File: src/rtl/cam_gen_pkg.sv
// -----------------------------------------------------------------------------
// cam_gen_pkg
// Shared definitions for the camera pattern generator:
//   state_e    - frame FSM states
//   MODE_*     - pattern mode encodings driven on the 'mode' input
//   BAR_COLOR  - RGB565 colour-bar palette, leftmost bar first
// -----------------------------------------------------------------------------
package cam_gen_pkg;

    typedef enum logic [2:0] {
        IDLE,
        VSYNC,
        VBP,
        LINE,
        HBLANK,
        VFP
    } state_e;

    localparam logic [1:0] MODE_RAMP  = 2'd0;
    localparam logic [1:0] MODE_BARS  = 2'd1;
    localparam logic [1:0] MODE_SOLID = 2'd2;
    localparam logic [1:0] MODE_BALL  = 2'd3;

    localparam logic [15:0] BAR_COLOR [8] = '{
        16'hFFFF, 16'hFFE0, 16'h07FF, 16'h07E0,
        16'hF81F, 16'hF800, 16'h001F, 16'h0000
    };

endpackage

File: src/rtl/cam_pattern_gen_if.sv
// -----------------------------------------------------------------------------
// cam_pattern_gen_if
// OV7670-style parallel video bus.
//   pclk  - pixel clock (receiver samples on rising edge)
//   vsync - frame sync, active high
//   href  - line valid, active high
//   data  - pixel byte, RGB565 high byte first
// master: the camera/source side; slave: the capture side.
// -----------------------------------------------------------------------------
interface cam_pattern_gen_if;
    logic       pclk;
    logic       vsync;
    logic       href;
    logic [7:0] data;

    modport master (output pclk, vsync, href, data);
    modport slave  (input  pclk, vsync, href, data);
endinterface

File: src/rtl/cam_pclk_div.sv
// -----------------------------------------------------------------------------
// cam_pclk_div
// Divides inclk down to the registered pixel clock and flags the inclk cycle
// in which pclk is about to be registered 1->0 (the "fall tick").
//   inclk_i     - system clock
//   res_i       - synchronous active-low reset (pclk returns to 1)
//   pclk_o      - pixel clock, toggles every PCLK_DIV/2 inclk cycles
//   fall_tick_o - high in the cycle whose closing edge drives pclk low
// -----------------------------------------------------------------------------
module cam_pclk_div #(
    parameter int PCLK_DIV = 16
) (
    input  logic inclk_i,
    input  logic res_i,
    output logic pclk_o,
    output logic fall_tick_o
);
    localparam int HALF = PCLK_DIV / 2;
    localparam int DW   = (HALF > 1) ? $clog2(HALF) : 1;

    logic [DW-1:0] cnt_q, cnt_d;
    logic          pclk_q, pclk_d;
    logic          wrap;

    assign wrap = (cnt_q == DW'(HALF - 1));

    always_comb begin
        cnt_d  = wrap ? '0 : cnt_q + 1'b1;
        pclk_d = wrap ? ~pclk_q : pclk_q;
    end

    // NOTE: state registers use non-blocking assignments so every flop samples
    // the pre-edge values, independent of statement order.
    always_ff @(posedge inclk_i) begin
        if (!res_i) begin
            cnt_q  <= '0;
            pclk_q <= 1'b1;
        end else begin
            cnt_q  <= cnt_d;
            pclk_q <= pclk_d;
        end
    end

    assign pclk_o      = pclk_q;
    assign fall_tick_o = wrap & pclk_q;
endmodule

File: src/rtl/cam_pattern_gen.sv
// -----------------------------------------------------------------------------
// cam_pattern_gen
// Synthesizable camera source emitting OV7670-style video with programmable
// timing and test patterns (ramp, colour bars, solid, square ball).
//   inclk, res          - system clock, synchronous active-low reset
//   enable              - run frames back to back while high
//   mode                - pattern select (see cam_gen_pkg MODE_*)
//   color, ball_color   - RGB565 background / ball colour
//   ball_x/_y/_size     - ball top-left pixel/line and side length
//   cam (master)        - pclk/vsync/href/data video bus
//   frame_done          - one-inclk pulse on the last VFP fall tick
//   busy                - high whenever a frame is in progress
// All state and video outputs move only on the pclk fall tick, so they are
// settled half a pclk period before the receiver's rising-edge sample.
// -----------------------------------------------------------------------------
module cam_pattern_gen
    import cam_gen_pkg::*;
#(
    parameter int PCLK_DIV   = 16,
    parameter int H_ACTIVE   = 640,
    parameter int H_BLANK    = 144,
    parameter int V_ACTIVE   = 480,
    parameter int VSYNC_PCLK = 320,
    parameter int VBP_PCLK   = 960,
    parameter int VFP_PCLK   = 3200
) (
    input  logic              inclk,
    input  logic              res,
    input  logic              enable,
    input  logic [1:0]        mode,
    input  logic [15:0]       color,
    input  logic [15:0]       ball_color,
    input  logic [9:0]        ball_x,
    input  logic [8:0]        ball_y,
    input  logic [7:0]        ball_size,
    cam_pattern_gen_if.master cam,
    output logic              frame_done,
    output logic              busy
);
    localparam int CNT_W = 16;
    localparam int BAR_W = (H_ACTIVE / 8 > 0) ? H_ACTIVE / 8 : 1;

    logic pclk, fall_tick;

    cam_pclk_div #(.PCLK_DIV(PCLK_DIV)) u_pclk_div (
        .inclk_i     (inclk),
        .res_i       (res),
        .pclk_o      (pclk),
        .fall_tick_o (fall_tick)
    );

    state_e           state_q, state_d;
    logic [CNT_W-1:0] cnt_q, cnt_d, len_m1;
    logic [8:0]       line_q, line_d;
    logic             latch, last;

    logic [1:0]  mode_q;
    logic [15:0] color_q, ball_color_q;
    logic [9:0]  ball_x_q;
    logic [8:0]  ball_y_q;
    logic [7:0]  ball_size_q;

    logic       vsync_q, href_q, frame_done_q, frame_done_d;
    logic [7:0] data_q, data_d;

    // Length of the current state in pclk periods, minus one.
    always_comb begin
        case (state_q)
            VSYNC:   len_m1 = CNT_W'(VSYNC_PCLK - 1);
            VBP:     len_m1 = CNT_W'(VBP_PCLK - 1);
            LINE:    len_m1 = CNT_W'(2 * H_ACTIVE - 1);
            HBLANK:  len_m1 = CNT_W'(2 * H_BLANK - 1);
            VFP:     len_m1 = CNT_W'(VFP_PCLK - 1);
            default: len_m1 = '0;
        endcase
    end

    assign last = (cnt_q == len_m1);

    always_comb begin
        // NOTE: every output of this block gets a default first so no path
        // leaves a variable unassigned, which would infer a latch.
        state_d      = state_q;
        cnt_d        = cnt_q;
        line_d       = line_q;
        latch        = 1'b0;
        frame_done_d = 1'b0;
        if (fall_tick) begin
            cnt_d = cnt_q + 1'b1;
            case (state_q)
                IDLE: begin
                    cnt_d = '0;
                    if (enable) begin
                        state_d = VSYNC;
                        latch   = 1'b1;
                    end
                end
                VSYNC: if (last) begin
                    state_d = VBP;
                    cnt_d   = '0;
                end
                VBP: if (last) begin
                    state_d = LINE;
                    cnt_d   = '0;
                    line_d  = '0;
                end
                LINE: if (last) begin
                    state_d = HBLANK;
                    cnt_d   = '0;
                end
                HBLANK: if (last) begin
                    cnt_d = '0;
                    if (line_q == 9'(V_ACTIVE - 1)) begin
                        state_d = VFP;
                    end else begin
                        state_d = LINE;
                        line_d  = line_q + 1'b1;
                    end
                end
                VFP: if (last) begin
                    cnt_d        = '0;
                    frame_done_d = 1'b1;
                    if (enable) begin
                        state_d = VSYNC;
                        latch   = 1'b1;
                    end else begin
                        state_d = IDLE;
                    end
                end
                default: state_d = IDLE;
            endcase
        end
    end

    // Pattern for the byte that will be on the bus after this edge. In LINE
    // the state counter is the byte index within the line.
    logic [10:0] byte_idx, px_x;
    logic [2:0]  bar_idx;
    logic        in_ball;
    logic [15:0] pixel;

    always_comb begin
        byte_idx = cnt_d[10:0];
        px_x     = {1'b0, byte_idx[10:1]};
        bar_idx  = 3'(px_x / 11'(BAR_W));
        // Widened sums so a ball near the frame edge never wraps back to 0.
        in_ball  = (px_x >= {1'b0, ball_x_q})
                && (px_x < ({1'b0, ball_x_q} + {3'b0, ball_size_q}))
                && ({1'b0, line_d} >= {1'b0, ball_y_q})
                && ({1'b0, line_d} < ({1'b0, ball_y_q} + {2'b0, ball_size_q}));
        pixel = 16'h0000;
        case (mode_q)
            MODE_BARS:  pixel = BAR_COLOR[bar_idx];
            MODE_SOLID: pixel = color_q;
            MODE_BALL:  pixel = in_ball ? ball_color_q : color_q;
            default:    pixel = 16'h0000;
        endcase
        data_d = 8'h00;
        if (state_d == LINE) begin
            if (mode_q == MODE_RAMP) data_d = byte_idx[7:0];
            else                     data_d = byte_idx[0] ? pixel[7:0] : pixel[15:8];
        end
    end

    always_ff @(posedge inclk) begin
        if (!res) begin
            state_q      <= IDLE;
            cnt_q        <= '0;
            line_q       <= '0;
            vsync_q      <= 1'b0;
            href_q       <= 1'b0;
            data_q       <= 8'h00;
            frame_done_q <= 1'b0;
            mode_q       <= MODE_RAMP;
            color_q      <= '0;
            ball_color_q <= '0;
            ball_x_q     <= '0;
            ball_y_q     <= '0;
            ball_size_q  <= '0;
        end else begin
            state_q      <= state_d;
            cnt_q        <= cnt_d;
            line_q       <= line_d;
            vsync_q      <= (state_d == VSYNC);
            href_q       <= (state_d == LINE);
            data_q       <= data_d;
            frame_done_q <= frame_done_d;
            // Frame configuration is frozen at VSYNC entry.
            if (latch) begin
                mode_q       <= mode;
                color_q      <= color;
                ball_color_q <= ball_color;
                ball_x_q     <= ball_x;
                ball_y_q     <= ball_y;
                ball_size_q  <= ball_size;
            end
        end
    end

    assign cam.pclk   = pclk;
    assign cam.vsync  = vsync_q;
    assign cam.href   = href_q;
    assign cam.data   = data_q;
    assign frame_done = frame_done_q;
    assign busy       = (state_q != IDLE);
endmodule

File: src/flat_wrapper.sv
// flat-port wrapper written by rule: the top's interface ports become plain ports
module cam_pattern_gen_flat import cam_gen_pkg::*;
#(
    parameter int PCLK_DIV   = 16,
    parameter int H_ACTIVE   = 640,
    parameter int H_BLANK    = 144,
    parameter int V_ACTIVE   = 480,
    parameter int VSYNC_PCLK = 320,
    parameter int VBP_PCLK   = 960,
    parameter int VFP_PCLK   = 3200
)
  (inclk, res, enable, mode, color, ball_color, ball_x, ball_y, ball_size, frame_done, busy, cam_pclk, cam_vsync, cam_href, cam_data);
  cam_pattern_gen_if cam_i ();
  input  logic inclk;
  input  logic res;
  input  logic enable;
  input  logic [1:0] mode;
  input  logic [15:0] color;
  input  logic [15:0] ball_color;
  input  logic [9:0] ball_x;
  input  logic [8:0] ball_y;
  input  logic [7:0] ball_size;
  output logic frame_done;
  output logic busy;
  output wire logic [$bits(cam_i.pclk)-1:0] cam_pclk;
  output wire logic [$bits(cam_i.vsync)-1:0] cam_vsync;
  output wire logic [$bits(cam_i.href)-1:0] cam_href;
  output wire logic [$bits(cam_i.data)-1:0] cam_data;
  assign cam_pclk = cam_i.pclk;
  assign cam_vsync = cam_i.vsync;
  assign cam_href = cam_i.href;
  assign cam_data = cam_i.data;
  cam_pattern_gen #(.PCLK_DIV(PCLK_DIV), .H_ACTIVE(H_ACTIVE), .H_BLANK(H_BLANK), .V_ACTIVE(V_ACTIVE), .VSYNC_PCLK(VSYNC_PCLK), .VBP_PCLK(VBP_PCLK), .VFP_PCLK(VFP_PCLK)) u_core (.inclk(inclk), .res(res), .enable(enable), .mode(mode), .color(color), .ball_color(ball_color), .ball_x(ball_x), .ball_y(ball_y), .ball_size(ball_size), .cam(cam_i), .frame_done(frame_done), .busy(busy));
endmodule
File: config.mk
export PLATFORM = sky130hd
export DESIGN_NAME = cam_pattern_gen_flat
export DESIGN_NICKNAME = d
export VERILOG_FILES = /design/src/rtl/cam_gen_pkg.sv /design/src/rtl/cam_pattern_gen_if.sv /design/src/rtl/cam_pclk_div.sv /design/src/rtl/cam_pattern_gen.sv /design/src/flat_wrapper.sv
export SDC_FILE = /design/constraint.sdc
export NUM_CORES = 1
export LEC_CHECK = 0
export ABC_AREA = 1
export ABC_CLOCK_PERIOD_IN_PS = 5600
export CAP_MARGIN = 20
export CORE_MARGIN = 10
export CORE_UTILIZATION = 30
export CTS_CLUSTER_DIAMETER = 30
export DETAILED_ROUTE_END_ITERATION = 7
export SLEW_MARGIN = 15
export SYNTH_ARGS = -nofsm -noshare
export SYNTH_HDL_FRONTEND = slang
export SYNTH_SLANG_ARGS = --single-unit
File: constraint.sdc
create_clock -name inclk -period 5.6 [get_ports inclk]
set_input_delay 1.12 -clock inclk [delete_from_list [all_inputs] [get_ports inclk]]
set_output_delay 1.12 -clock inclk [all_outputs]
set_load 0.02 [all_outputs]
== Word level (Yosys, flattened, before mapping) ==
Memories as Yosys holds them, arrays and structs flattened.
Index checks and enable logic that the tools add are counted.

* Bitwise gates (word level): 4
* Reductions and logical operators: 10
* Eq/ne operators: 13
* Magnitude comparators: 5
* Div/mod/pow operators: 1
* Mux-type cells: 30
* Add/subtract/negate cells: 5

{| class="wikitable"
|+ Operators by type and width
! cell !! number
|-
| $mux 16 || 4
|-
| $pmux 12 s5 || 1
|-
| $pmux 16 s3 || 1
|-
| $mux 9 || 4
|-
| $pmux 16 s2 || 1
|-
| $mux 3 || 8
|-
| $pmux 3 s6 || 1
|-
| $pmux 9 s2 || 1
|-
| $add 16x1->16 const B || 1
|-
| $eq 16x12->1 || 1
|-
| $mux 8 || 2
|-
| $add 10x8->11 || 1
|-
| $div 10x7->11 const B || 1
|-
| $lt 10x11->1 || 1
|-
| $mux 11 || 1
|-
| $add 9x8->10 || 1
|-
| $ge 10x10->1 || 1
|-
| $lt 9x10->1 || 1
|-
| $add 9x1->9 const B || 1
|-
| $eq 3x2->1 const B || 3
|-
| $eq 3x3->1 const B || 3
|-
| $eq 9x9->1 const B || 1
|-
| $ge 9x9->1 || 1
|-
| $eq 3x1->1 const B || 2
|-
| 17 further kinds || 25
|}

* Memory bits (read-only): 128
* Memories kept: 1
* Output and inout port bits: 13
* Input port bits: 64
* Bits in registers: 104

{| class="wikitable"
|+ Memories
! name !! words !! bits a word !! read ports !! clocked after memory_dff !! write ports !! RTL line !! text
|-
| (no name shown) || 8 || 16 || 1 || 0 || 0 || cam_pattern_gen.sv:153 || <nowiki>MODE_BARS: pixel = BAR_COLOR[bar_idx];</nowiki>
|}

== Depth between registers and ports, before layout ==
Gate-level depths: netlist (run 1).

* Depth after elaboration: 14
* Mapped depth: 37
* Mapped depth without buffers: 37

== Hierarchy ==
A second synthesis (run 1) with hierarchy kept.

* Cell total of the unflattened synthesis: 996
* Area total of the unflattened synthesis: 6640.1 um2

{| class="wikitable"
|+ Modules (own cells, without submodules)
! module !! area each (um2) !! times used !! seq. area each (um2) !! cells an instance
|-
| cam_pattern_gen || 6482.5 || 1 || 2001.9 || 977
|-
| cam_pclk_div || 157.7 || 1 || 80.1 || 19
|}

== Worst setup path after synthesis (run 1) ==
No wires, ideal clock.

* Path type: reg-to-reg
* Start point: register u_core.state_q[2]
* End point: register u_core.data_q[0] (netlist: u_core.cam.data[0])
* Stages on the path, launching flop included: 33
* Data arrival time: 3.913 ns
* Data required time: 5.538 ns
* Setup slack: 1.625 ns
* Period minus slack after synthesis: 3.975 ns
* Cell sequence: dfxtp_1 inv_4 ha_1 inv_1 nand2_1 nand2_1 nand2_1 nand2_1 nor2_4 nand2_4 nor2_1 inv_1 nor2_1 inv_1 o22ai_1 nor2_1 ha_1 nand2_1 o211ai_1 nand3_1 nand2_1 nand3_1 nand2_1 a21oi_1 o21bai_1 nand3_1 a21oi_4 nand3_4 buf_6 a21oi_1 o21ai_1 and3_1 nor2_2

* Elaborated cells on any way between the ends: 42
* Classes of those cells: 1 x div; 4 x order compare; 7 x eq/ne; 22 x mux; 1 x bitwise; 6 x reduce/logical; 1 x memory

{| class="wikitable"
|+ RTL lines
! what !! RTL line !! text
|-
| from (decl) || cam_pattern_gen.sv:52 || <nowiki>state_e state_q, state_d;</nowiki>
|-
| from (signal assigned) || cam_pattern_gen.sv:181 || <nowiki>state_q <= state_d;</nowiki>
|-
| $eq 3x3->1, or another cell as far along || cam_pattern_gen.sv:68 || <nowiki>case (state_q)</nowiki>
|-
| $pmux 12 s5 || cam_pattern_gen.sv:68 ||
|-
| $eq 16x12->1 || cam_pattern_gen.sv:78 || <nowiki>assign last = (cnt_q == len_m1);</nowiki>
|-
| $mux 9 (on tied branches) || cam_pattern_gen.sv:111, cam_pattern_gen.sv:102 ||
|-
| $pmux 9 s2 * || cam_pattern_gen.sv:90 || <nowiki>case (state_q)</nowiki>
|-
| $mux 9 * || cam_pattern_gen.sv:88 || <nowiki>if (fall_tick) begin</nowiki>
|-
| net u_core.line_d[2] || cam_pattern_gen.sv:54 || <nowiki>logic [8:0] line_q, line_d;</nowiki>
|-
| $ge 9x9->1 || cam_pattern_gen.sv:149 || <nowiki>&& ({1'b0, line_d} >= {1'b0, ball_y_q})</nowiki>
|-
| $logic_and 1x1->1 || cam_pattern_gen.sv:149 ||
|-
| $logic_and 1x1->1 * || cam_pattern_gen.sv:150 || <nowiki>&& ({1'b0, line_d} < ({1'b0, ball_y_q} + {2'b0, ball_size_q}));</nowiki>
|-
| $mux 16 * || cam_pattern_gen.sv:155 || <nowiki>MODE_BALL: pixel = in_ball ? ball_color_q : color_q;</nowiki>
|-
| $pmux 16 s3 * || cam_pattern_gen.sv:152 || <nowiki>case (mode_q)</nowiki>
|-
| $mux 8 * || cam_pattern_gen.sv:161 || <nowiki>else data_d = byte_idx[0] ? pixel[7:0] : pixel[15:8];</nowiki>
|-
| $mux 8 * || cam_pattern_gen.sv:160 || <nowiki>if (mode_q == MODE_RAMP) data_d = byte_idx[7:0];</nowiki>
|-
| to (signal assigned) || cam_pattern_gen.sv:186 || <nowiki>data_q <= data_d;</nowiki>
|-
| to (decl) || cam_pattern_gen.sv:64 || <nowiki>logic [7:0] data_q, data_d;</nowiki>
|}

Mark *: on every way through the listed nets, which the timed path passes. The rest lies on a longest branch. The select of a mux whose other input is x is not followed.
A chain may end at the register's enable or synchronous reset.

== Worst setup path after layout (run 1) ==
* Start point: register u_core.state_q[2]
* End point: register u_core.data_q[6] (netlist: u_core.cam.data[6])

The elaborated chain is that of the path after synthesis.

==> impl_results.md, run 1 <==
- Drt via density: roughly 4.7
- Setup tns final: 0 ps
- Worst path arrival time: 5280 ps
- Area of the multi-input gates: 0.00411 sq mm
- Share of cells above drive strength 1: between 6 and 7%
- Mapped Avg Cell Area: 6.77 sq um
- Critical Path End Type: flip-flop
- Synth area leader: dfxtp_1
- Initial Utilization: approximately 30%
- Die Span Y: 172 um
- 1st-iter DRT viols: around 330
- Area growth, synth to finish: 19.3%
- Largest delay contributor family on the critical path: simple AND/OR/NAND/NOR gates
- Worst path max stage delay: around 500 ps
- Register area share after synthesis: between 30 and 40%
- Synth Cell Area: 0.00692 sq mm
- Hold Crit Class: flip-flop to flip-flop
- Routed Antenna Nets: 0
- DRT Wirelength: 18.9 mm
- Rows: 55
- Lkg Pwr: around 3.6 nW
- Post-synth cell types: 49
- #FFs+latches synth: 104
- Crit path time final: 5000 ps
- CTS tree: built
- ANT cells: 0
- Number of remaining DRC errors: 0
- Crit path launch: u_core.state_q[2]$_SDFF_PN0_
- RR Startpoint: u_core.state_q[2]$_SDFF_PN0_
- Clock Tree Root: clkbuf_16
- Kind of critical path: flip-flop to flip-flop
- First-pass GRT wire length: 31.3 mm
- Critical Path Stages: 34
- Setup crit start kind: flip-flop
- Register Area: 0.00208 sq mm
- Crit-path most repeated cell: nand2_1
- Total track usage: between 10% and 20%
- Worst reg-to-reg path cell count: 34
- Clk buf depth: 2
- Worst skew pair latency: 360 ps
- Final Hold Vio Count: 0
- # fillers: 2,413
- CTS clk-pin slew, worst paths: 80 ps
- RePlAce Congestion: 0.899
- Critical path peak fanout: 19
- Post-CTS Setup Inserts: 0
- R2R Setup Slk: 600 ps
- EDFF count, synth: 0
- Final HPWL DP: 15.1 mm
- First drt pass iteration count: 5
- Share of the synthesized area in the top cell type: a little under a third
- Number of max-cap violations: 0
- Worst Path Buf+Inv: 5
- Vias after detailed routing: between 6,000 and 7,000
- Status: finished, final reports clean
- Largest net degree at the start of global routing: 66
- Antenna violations before repair: 1
- Worst Tran Pin Value: about 950 ps
- Most used DFF post-synth: dfxtp_1
- Endpoints failing setup: 0
- Final Non-Filler Cells: 1,377
- Vias in the first global route: 6,232
- Slowest cell on crit path: dfxtp_1
- Die width: 172 um
- Slew Limit Fails: 0
- Core area: 0.0226 sq mm
- Grt ovf: 0
- Max Clock Freq: about 0.2 GHz
- IO buf count: 76
- WL per Instance: between 10 and 15 um
- Worst R2R End: u_core.cam.data[6]$_SDFF_PN0_
- RSZ-0062 raised after global routing: no
- Htree depth: 3
- Yosys warns: 0
- Post-CTS Resized: 0
- Post-synth ARST share: 0%
- Cell area power density: 179 mW/mm^2
- Total Nets Final: 1,211
- Post-synthesis cell count: 1,023
- I/O pin count: 77
- Syn_nets: 1,147
- Crit share post-route: slightly below 90%
- Largest cells by area after synthesis: dfxtp_1 (30%), ha_1 (10%), nand2_1 (9.2%)
- Skew final: about 11 ps
- Slew headroom: 36.4%
- Hold Buf Count CTS: 0
- Worst Path Required: 5890 ps
- Total CTS buffers: 9
- Setup crit end: u_core.cam.data[6]$_SDFF_PN0_
- VDD IR max: 0.124 mV
- Placed cells: 1,361
- Die ar.: 0.0295 sq mm
- CTS sink count: about 100
## layout by cell type (no fill, tap or decap), types with 7 or more instances in the layout
cell             synthesis  routed
o21ai_0                 77      77
nor2_2                   7       7
dfxtp_1                104     104
nand3_1                 58      58
clkdlybuf4s50_1          0      75
a21oi_1                108     108
inv_1                  147     147
xor2_1                  18      18
nor3_1                  16      16
nor2_1                 108     108
clkinv_1                 8       8
clkbuf_16                0       9
nand2_1                170     169
nand2_2                 13      14
o211ai_1                 9       9
ha_1                    58      58
nand4_1                 25      25
## cell families (layout without fill, tap and decap cells)
logic type / count (synthesis) / in the layout / share of synthesized area [%]
flops: 104 / 104 / 30.1
simple gates: 427 / 427 / 28.4
buf+inv: 191 / 260 / 10.6
fa+ha+maj: 60 / 60 / 11.1
compound gates: 218 / 218 / 16.9
xor+xnor: 23 / 23 / 2.91
## metal layers
| layer | GRT usage (%) | routed length [um] | vias to the layer above |
|---|---|---|---|
| met3 | 2.87 | 948 | 13 |
| met4 | 3.86 | 247 | 0 |
| li1 | - | - | 3483 |
| met5 | 0 | 0 | - |
| met1 | 17.2 | 9340 | 2861 |
| met2 | 20.6 | 8330 | 145 |
## state kept, by name, indices dropped and copies added, names as in the netlist
register	cells
u_core.ball_color_q	16
u_core.ball_size_q	8
u_core.ball_x_q	10
u_core.ball_y_q	9
u_core.cam.data	8
u_core.cam.href	1
u_core.cam.vsync	1
u_core.cnt_q	16
u_core.color_q	16
u_core.frame_done	1
u_core.line_q	9
u_core.mode_q	2
u_core.state_q	3
u_core.u_pclk_div.cnt_q	3
u_core.u_pclk_div.pclk_o	1
## worst min-delay path by stage
stage | cells after the start | from | slack, ps | end
global route | 1 | u_core.u_pclk_div.cnt_q[0]$_SDFF_PP0_ | 460 | u_core.u_pclk_div.cnt_q[0]$_SDFF_PP0_
CTS | 1 | u_core.u_pclk_div.cnt_q[0]$_SDFF_PP0_ | 430 | u_core.u_pclk_div.cnt_q[0]$_SDFF_PP0_
finish | 1 | u_core.u_pclk_div.cnt_q[0]$_SDFF_PP0_ | 420 | u_core.u_pclk_div.cnt_q[0]$_SDFF_PP0_
floorplan | 1 | u_core.u_pclk_div.cnt_q[0]$_SDFF_PP0_ | 400 | u_core.u_pclk_div.cnt_q[0]$_SDFF_PP0_
global placement | 1 | u_core.u_pclk_div.cnt_q[0]$_SDFF_PP0_ | 410 | u_core.u_pclk_div.cnt_q[0]$_SDFF_PP0_
detailed placement | 1 | u_core.u_pclk_div.cnt_q[0]$_SDFF_PP0_ | 410 | u_core.u_pclk_div.cnt_q[0]$_SDFF_PP0_
## stage by stage
stage / setup WS [ps] / hold slack (ps) / total power [mW] / util, % / area, sq um
6_report: 605 / 421 / 1.48 / 36.5 / 8260
2_1_floorplan: 1620 / 398 / 0.800 / - / 6920
3_5_place_dp: 669 / 414 / 0.854 / 35.1 / 7960
3_3_place_gp: 759 / 410 / 0.853 / 35.1 / 7960
5_1_grt: 56.2 / 462 / 1.54 / 36.5 / 8260
4_1_cts: 627 / 425 / 1.50 / 36.5 / 8260
## final cells by class
cell class	count	share of cell area, %
Timing Repair Buffer	81	9.61
Clock inverter	6	0.727
Inverter	163	7.47
Tap cell	285	4.32
Multi-Input combinational cell	728	49.8
Sequential cell	104	25.2
Clock buffer	10	2.89
## synth_stat cells, types with 2 or more instances
cell,instances
and3_1,3
o21bai_1,3
o211ai_1,9
o21ai_1,6
nor4_1,6
nor3_1,16
inv_4,2
buf_2,3
xnor2_1,5
a22oi_1,2
fa_1,2
a21oi_1,108
nand2_4,6
clkinv_1,8
o21ai_0,77
nand3_1,58
nor2_1,108
a211oi_1,2
o2111ai_1,2
inv_1,147
nand2_2,13
nor2_2,7
nor2_4,2
xor2_1,18
nor3b_1,2
inv_2,6
nand4_1,25
nand3_2,4
or2_2,2
ha_1,58
clkbuf_1,23
nand2_1,170
dfxtp_1,104
## report_power, final
group	total (mW)	internal, mW	switching, mW
sequential	0.745	0.743	0.00195
clock	0.640	0.325	0.316
combinational	0.0907	0.0507	0.0400
total	1.48	1.12	0.358
No activity file was read; power rests on OpenSTA's default activity.
==> inputs of run 2 (changes only) <==
--- a/config.mk
+++ b/config.mk
@@ -12,6 +12,7 @@
 export CORE_UTILIZATION = 30
 export CTS_CLUSTER_DIAMETER = 30
 export DETAILED_ROUTE_END_ITERATION = 7
+export PLACE_DENSITY = 0.51
 export SLEW_MARGIN = 15
 export SYNTH_ARGS = -nofsm -noshare
 export SYNTH_HDL_FRONTEND = slang
==> run 2 against run 1 <==
  * Combinational power increased by 2.2%
  * Clock skew decreased by 0.98 ps
  * Utilization increased by 0.077 points
  * Sequential power about the same
  * Routed wire length increased by 6.1%
  * First-iteration DRC count increased by 40%
  * Via count increased by 0.62%
  * Register-to-register slack improved by 240 ps
  * Count of clock-buffer cells in the layout decreased by 1
  * Critical endpoint unchanged
==> impl_results.md, run 2 (synthesis results as in run 1) <==
- Commonest non-fill, non-tap cell in the layout: nand2_1
- Hold Buf Count CTS: 0 (unchanged)
- VDD IR max: 0.164 mV (+32%)
- Routed Antenna Nets: 0 (unchanged)
- Share of cells above drive strength 1: 6.50% (+0.086 points)
- PnR worst setup slack: 842 ps (+237 ps)
- Slew Limit Fails: 0 (unchanged)
- ANT cells: 0 (unchanged)
- First-pass GRT wire length: 32.9 mm (+5.1%)
- WL per Instance: 14.5 um (+6.0%)
- Worst Path Required: 5840 ps (-50 ps)
- Power Internal: 1.15 mW (+3.0%)
- Vias in the first global route: 6,240 (+0.13%)
- Cell area power density: 184 mW/mm^2 (+3.2%)
- Post-CTS Setup Inserts: 0 (unchanged)
- Kind of critical path: flip-flop to flip-flop
- Crit path time final: 4760 ps (-237 ps)
- Critical Path End Type: flip-flop
- RR Startpoint: u_core.state_q[2]$_SDFF_PN0_
- IO buf count: 76 (unchanged)
- Number of max-cap violations: 0 (unchanged)
- Total track usage: 13.8% (+0.81 points)
- Slowest cell on crit path: dfxtp_1
- CTS clk-pin slew, worst paths: 80 ps (about the same)
- Worst path arrival time: 4990 ps (-290 ps)
- Hold_ws: 425 ps (+4.14 ps)
- Skew final: 10.4 ps (-0.982 ps)
- Die ar.: 0.0295 sq mm (unchanged)
- Critical path peak fanout: 19 (unchanged)
- Sequential share of power: 48.8% (-1.7 points)
- RePlAce Congestion: 0.836 (-7.0%)
- I/O pin count: 77 (unchanged)
- Initial Utilization: 30.6% (unchanged)
- Sw power: 0.374 mW (+4.5%)
- Slew headroom: 46.4% (+9.9 points)
- Crit path launch: u_core.state_q[2]$_SDFF_PN0_
- Total Nets Final: 1,212 (+0.083%)
- Gate power share: 6.1% (about the same)
- RSZ-0062 raised after global routing: no
- Number of remaining DRC errors: 0 (unchanged)
- Final Hold Vio Count: 0 (unchanged)
- Register Area: 0.00208 sq mm (unchanged)
- Hold Crit Class: flip-flop to flip-flop
- Core area: 0.0226 sq mm (unchanged)
- Worst Path Buf+Inv: 5 (unchanged)
- Largest net degree at the start of global routing: 92 (+39%)
- Placed cells: 1,362 (+0.073%)
- Drt via density: 4.75 (+0.54%)
- DRT Wirelength: 20.0 mm (+6.1%)
- Crit share post-route: 85.0% (-4.2 points)
- Switching Share: 24.5% (+0.26 points)
- Area growth, synth to finish: 19.5%
- Clk buf depth: 2 (unchanged)
- Clock share of power: 45.1% (+1.7 points)
- Setup crit start kind: flip-flop
- Clock Tree Root: clkbuf_16
- First drt pass iteration count: 5 (unchanged)
- Setup tns final: 0 ps (unchanged)
- Final HPWL DP: 15.7 mm (+4.5%)
- Post-CTS Resized: 0 (unchanged)
- 1st-iter DRT viols: 460 (+40%)
- CTS sink count: 104 (unchanged)
- Htree depth: 3 (unchanged)
- Total CTS buffers: 9 (unchanged)
- Die width: 172 um (unchanged)
- Die Span Y: 172 um (unchanged)
- Worst Tran Pin Value: 802 ps (-152 ps)
- Grt ovf: 0 (unchanged)
- Worst path max stage delay: 510 ps (about the same)
- Area of the multi-input gates: 0.00411 sq mm (unchanged)
- Max Clock Freq: 0.210 GHz (+5.0%)
- Lkg Pwr: 3.62 nW (+0.24%)
- Post-place setup slack: 926 ps (+257 ps)
- Endpoints failing setup: 0 (unchanged)
- Largest delay contributor family on the critical path: simple AND/OR/NAND/NOR gates
- Rows: 55 (unchanged)
- Vias after detailed routing: 6,542 (+0.62%)
- Antenna violations before repair: 0 (-1)
- CTS tree: built
- # fillers: 2,463 (+2.1%)
- Final Non-Filler Cells: 1,378 (+0.073%)
- Crit-path most repeated cell: nand2_1
- Hold_sp: u_core.u_pclk_div.cnt_q[0]$_SDFF_PP0_
- Worst skew pair latency: 360 ps (about the same)
- Most frequent cells in the layout: nand2_1 (169), inv_1 (147), nor2_1 (108), a21oi_1 (108), dfxtp_1 (104)
- Status: finished, final reports clean
- Largest regs: u_core.ball_color_q (16), u_core.cnt_q (16), u_core.color_q (16)
==> run 2: cell count changes in the layout (fill, tap and decap cells not counted), sizes merged <==
cell      before  now
bufinv         0    1
clkbuf        10    9
clkinvlp       0    1
clkinv        11    8
buf            6    7
inv          158  160
==> run 2: final cells by class <==
cell class | count | area share, %
clock inverters | 7 | 1.01
repair buffers | 82 | 9.68
flip-flops and latches | 104 | 25.2
well taps | 285 | 4.31
multi-input cells | 728 | 49.7
clock buffers | 9 | 2.72
inverters | 163 | 7.46
==> run 2: through the flow <==
stage                     cell area (sq um)  utilization (%)  total power, mW
after floorplan                        6920                -            0.800
after global placement                 7970             35.2            0.856
after detailed placement               7970             35.2            0.856
after CTS                              8270             36.5             1.54
after global routing                   8270             36.5             1.58
final                                  8270             36.5             1.53
==> run 2: routing by layer <==
metal | GRT usage, % | part of all wire [%] | up-vias
met2 | 21.1 | 43 | 134
met5 | 0 | 0 | -
met1 | 19.2 | 52 | 2912
met4 | 2.89 | 0.98 | 0
li1 | - | - | 3484
met3 | 3.10 | 4.8 | 12
==> run 2: worst paths after layout <==
check                                                             end  slack (ps)  depth (start not counted)
worst min-delay path            u_core.u_pclk_div.cnt_q[0]$_SDFF_PP0_         430                          1
worst max register to register          u_core.cam.data[6]$_SDFF_PN0_         840                         27
worst min register to register  u_core.u_pclk_div.cnt_q[0]$_SDFF_PP0_         430                          1
worst max-delay path                    u_core.cam.data[6]$_SDFF_PN0_         840                         27
==> run 2: worst register-to-register path, delay by kind of cell, from the launching register on <==
kind / cells / cell delay (ps)
AOI/OAI and AO/OA: 4 / 900
buffers and inverters: 5 / 400
adders and majority gates: 2 / 590
DFF: 1 / 510
and+or+nand+nor: 16 / 2250
==> run 2: power groups by stage <==
| stage | registers, mW | logic, mW | clock network [mW] |
|---|---|---|---|
| 2_1_floorplan | 0.762 | 0.0380 | 0 |
| 3_3_place_gp | 0.762 | 0.0933 | 0 |
| 3_5_place_dp | 0.762 | 0.0940 | 0 |
| 4_1_cts | 0.745 | 0.0943 | 0.700 |
| 5_1_grt | 0.745 | 0.104 | 0.736 |
| 6_report | 0.745 | 0.0927 | 0.689 |
==> inputs of run 3 (changes only) <==
--- a/config.mk
+++ b/config.mk
@@ -6,7 +6,7 @@
 export NUM_CORES = 1
 export LEC_CHECK = 0
 export ABC_AREA = 1
-export ABC_CLOCK_PERIOD_IN_PS = 5600
+export ABC_CLOCK_PERIOD_IN_PS = 4900
 export CAP_MARGIN = 20
 export CORE_MARGIN = 10
 export CORE_UTILIZATION = 30
==> constraint.sdc (replaced) <==
create_clock -name inclk -period 4.9 [get_ports inclk]
set_input_delay 0.98 -clock inclk [delete_from_list [all_inputs] [get_ports inclk]]
set_output_delay 0.98 -clock inclk [all_outputs]
set_load 0.02 [all_outputs]
==> run 3 against run 2 <==
  * Via count grew 0.96%
  * Clock power grew 9.1%
  * Cell count grew 0.65%
  * Flip-flop and latch count is the same
  * Non-clock buffer count grew 7
  * Worst setup slack lost 260 ps
  * Critical path type unchanged
  * Utilization grew 0.40 points
==> impl_results.md, run 3 (synthesis results as in run 1) <==
- Total CTS buffers: 9 (unchanged)
- First drt pass iteration count: 5 (unchanged)
- Commonest non-fill, non-tap cell in the layout: nand2_1
- Critical path peak fanout: 9 (-10)
- Worst Tran Pin Value: 859 ps (+57.6 ps)
- CTS tree: built
- Post-CTS Resized: 0 (unchanged)
- Number of max-cap violations: 0 (unchanged)
- RSZ-0062 raised after global routing: no
- Endpoints failing setup: 0 (unchanged)
- Max Clock Freq: 0.232 GHz (+10%)
- Crit-path most repeated cell: nand2_1
- Lkg Pwr: 3.66 nW (+1.1%)
- Worst reg-to-reg path cell count: 32 (+19%)
- Worst R2R End: u_core.cam.data[2]$_SDFF_PN0_
- CTS sink count: 104 (unchanged)
- RR Startpoint: u_core.state_q[2]$_SDFF_PN0_
- Worst Path Buf+Inv: 4 (-1)
- Vias in the first global route: 6,255 (+0.24%)
- Rows: 55 (unchanged)
- Antenna violations before repair: 0 (unchanged)
- Largest regs: u_core.ball_color_q (16), u_core.cnt_q (16), u_core.color_q (16)
- Die width: 172 um (unchanged)
- Hold_ws: 425 ps (-0.776 ps)
- Area of the multi-input gates: 0.00414 sq mm (+0.76%)
- Clock Tree Root: clkbuf_16
- Final Util: 36.9% (+0.40 points)
- WHS Path Cells: 1 (unchanged)
- Post-place setup slack: 369 ps (-556 ps)
- Drt via density: 4.76 (+0.31%)
- Largest net degree at the start of global routing: 70 (-24%)
- First-pass GRT wire length: 32.8 mm (-0.27%)
- Largest delay contributor family on the critical path: simple AND/OR/NAND/NOR gates
- Status: finished, final reports clean
- CTS clk-pin slew, worst paths: 80 ps (about the same)
- Skew final: 10.9 ps (+0.507 ps)
- Crit path time final: 4320 ps (-438 ps)
- Total Nets Final: 1,221 (+0.74%)
- Worst path arrival time: 4620 ps (-370 ps)
- Hold EP: u_core.u_pclk_div.cnt_q[0]$_SDFF_PP0_
- Post-CTS Setup Inserts: 0 (unchanged)
- Critical Path End Type: flip-flop
- Slew headroom: 42.7% (-3.7 points)
- Hold Crit Class: flip-flop to flip-flop
- Hold Buf Count CTS: 0 (unchanged)
- Core area: 0.0226 sq mm (unchanged)
- Total power: 1.71 mW (+12%)
- Clk buf depth: 2 (unchanged)
- Setup tns final: 0 ps (unchanged)
- Routed Antenna Nets: 0 (unchanged)
- Initial Utilization: 30.6% (unchanged)
- VDD IR max: 0.137 mV (-16%)
- Final HPWL DP: 16.0 mm (+1.8%)
- Final Hold Vio Count: 0 (unchanged)
- Cell area power density: 205 mW/mm^2 (+11%)
- Worst path max stage delay: 400 ps (-110 ps)
- Vias after detailed routing: 6,605 (+0.96%)
- Htree depth: 3 (unchanged)
- DRT Wirelength: 20.4 mm (+1.9%)
- Register Area: 0.00209 sq mm (+0.24%)
- RePlAce Congestion: 0.844 (+0.92%)
- I/O pin count: 77 (unchanged)
- IO buf count: 76 (unchanged)
- # fillers: 2,404 (-2.4%)
- Total track usage: 13.9% (+0.088 points)
- Final Instance Area: 0.00836 sq mm (+1.1%)
- Hold_sp: u_core.u_pclk_div.cnt_q[0]$_SDFF_PP0_
- Worst skew pair latency: 370 ps (about the same)
- Setup crit start kind: flip-flop
- PnR worst setup slack: 581 ps (-262 ps)
- Die ar.: 0.0295 sq mm (unchanged)
- WL per Instance: 14.7 um (+1.3%)
- Number of remaining DRC errors: 0 (unchanged)
- Die Span Y: 172 um (unchanged)
- Worst Path Required: 5200 ps (-640 ps)
- 1st-iter DRT viols: 381 (-17%)
- Crit share post-route: 88.2% (+3.2 points)
- Slew Limit Fails: 0 (unchanged)
- Area growth, synth to finish: 20.8%
- Placed cells: 1,369 (+0.51%)
- R2R Setup Slk: 580 ps (-260 ps)
- Critical Path Stages: 32 (+19%)
- ANT cells: 0 (unchanged)
- Slowest cell on crit path: dfxtp_4
- Grt ovf: 0 (unchanged)
- Share of cells above drive strength 1: 7.71% (+1.2 points)
- Most frequent cells in the layout: nand2_1 (169), inv_1 (147), a21oi_1 (108)
- Kind of critical path: flip-flop to flip-flop
- Final Non-Filler Cells: 1,387 (+0.65%)
- DP Area: 0.00803 sq mm (+0.82%)
==> run 3: cell count changes in the layout (fill, tap and decap cells not counted), sizes merged <==
cell,change
buf,+7
bufinv,-1
clkinv,+2
clkinvlp,-1
nand3,+2
==> run 3: worst register-to-register path, delay by kind of cell (launching register included) <==
| kind | cells | cell delay, ps |
|---|---|---|
| and+or+nand+nor | 19 | 1830 |
| AOI/OAI and AO/OA | 7 | 1030 |
| adders and majority gates | 2 | 690 |
| DFF | 1 | 400 |
| buffers and inverters | 4 | 300 |
==> run 3: how the worst max path moves through the flow <==
stage	from	to	slack [ps]
after global routing	u_core.state_q[2]$_SDFF_PN0_	u_core.cam.data[7]$_SDFF_PN0_	9
final	u_core.state_q[2]$_SDFF_PN0_	u_core.cam.data[2]$_SDFF_PN0_	580
after CTS	u_core.state_q[2]$_SDFF_PN0_	u_core.cam.data[2]$_SDFF_PN0_	360
after global placement	u_core.state_q[2]$_SDFF_PN0_	u_core.cam.data[7]$_SDFF_PN0_	500
after detailed placement	u_core.state_q[2]$_SDFF_PN0_	u_core.cam.data[2]$_SDFF_PN0_	370
after floorplan	u_core.state_q[2]$_SDFF_PN0_	u_core.cam.data[0]$_SDFF_PN0_	920
==> run 3: final cells by class <==
| type | instances | share of cell area (%) |
|---|---|---|
| tap | 285 | 4.26 |
| multi-input combinational | 730 | 49.5 |
| sequential | 104 | 25.0 |
| clock buffer | 9 | 2.69 |
| inverter | 163 | 7.37 |
| timing repair buffer | 89 | 10.4 |
| clock inverter | 7 | 0.823 |
==> run 3: layer usage <==
| layer | share of wire [%] | GRT usage [%] |
|---|---|---|
| met5 | 0 | 0 |
| met4 | 1.2 | 3.45 |
| met3 | 4.7 | 2.69 |
| met2 | 44 | 21.6 |
| met1 | 50 | 19.1 |
==> run 3: where the power goes <==
part	leakage, nW	internal (mW)	switching (mW)	total [mW]
clock network	0.146	0.363	0.389	0.752
logic	2.68	0.0596	0.0490	0.109
registers	0.839	0.848	0.00225	0.850
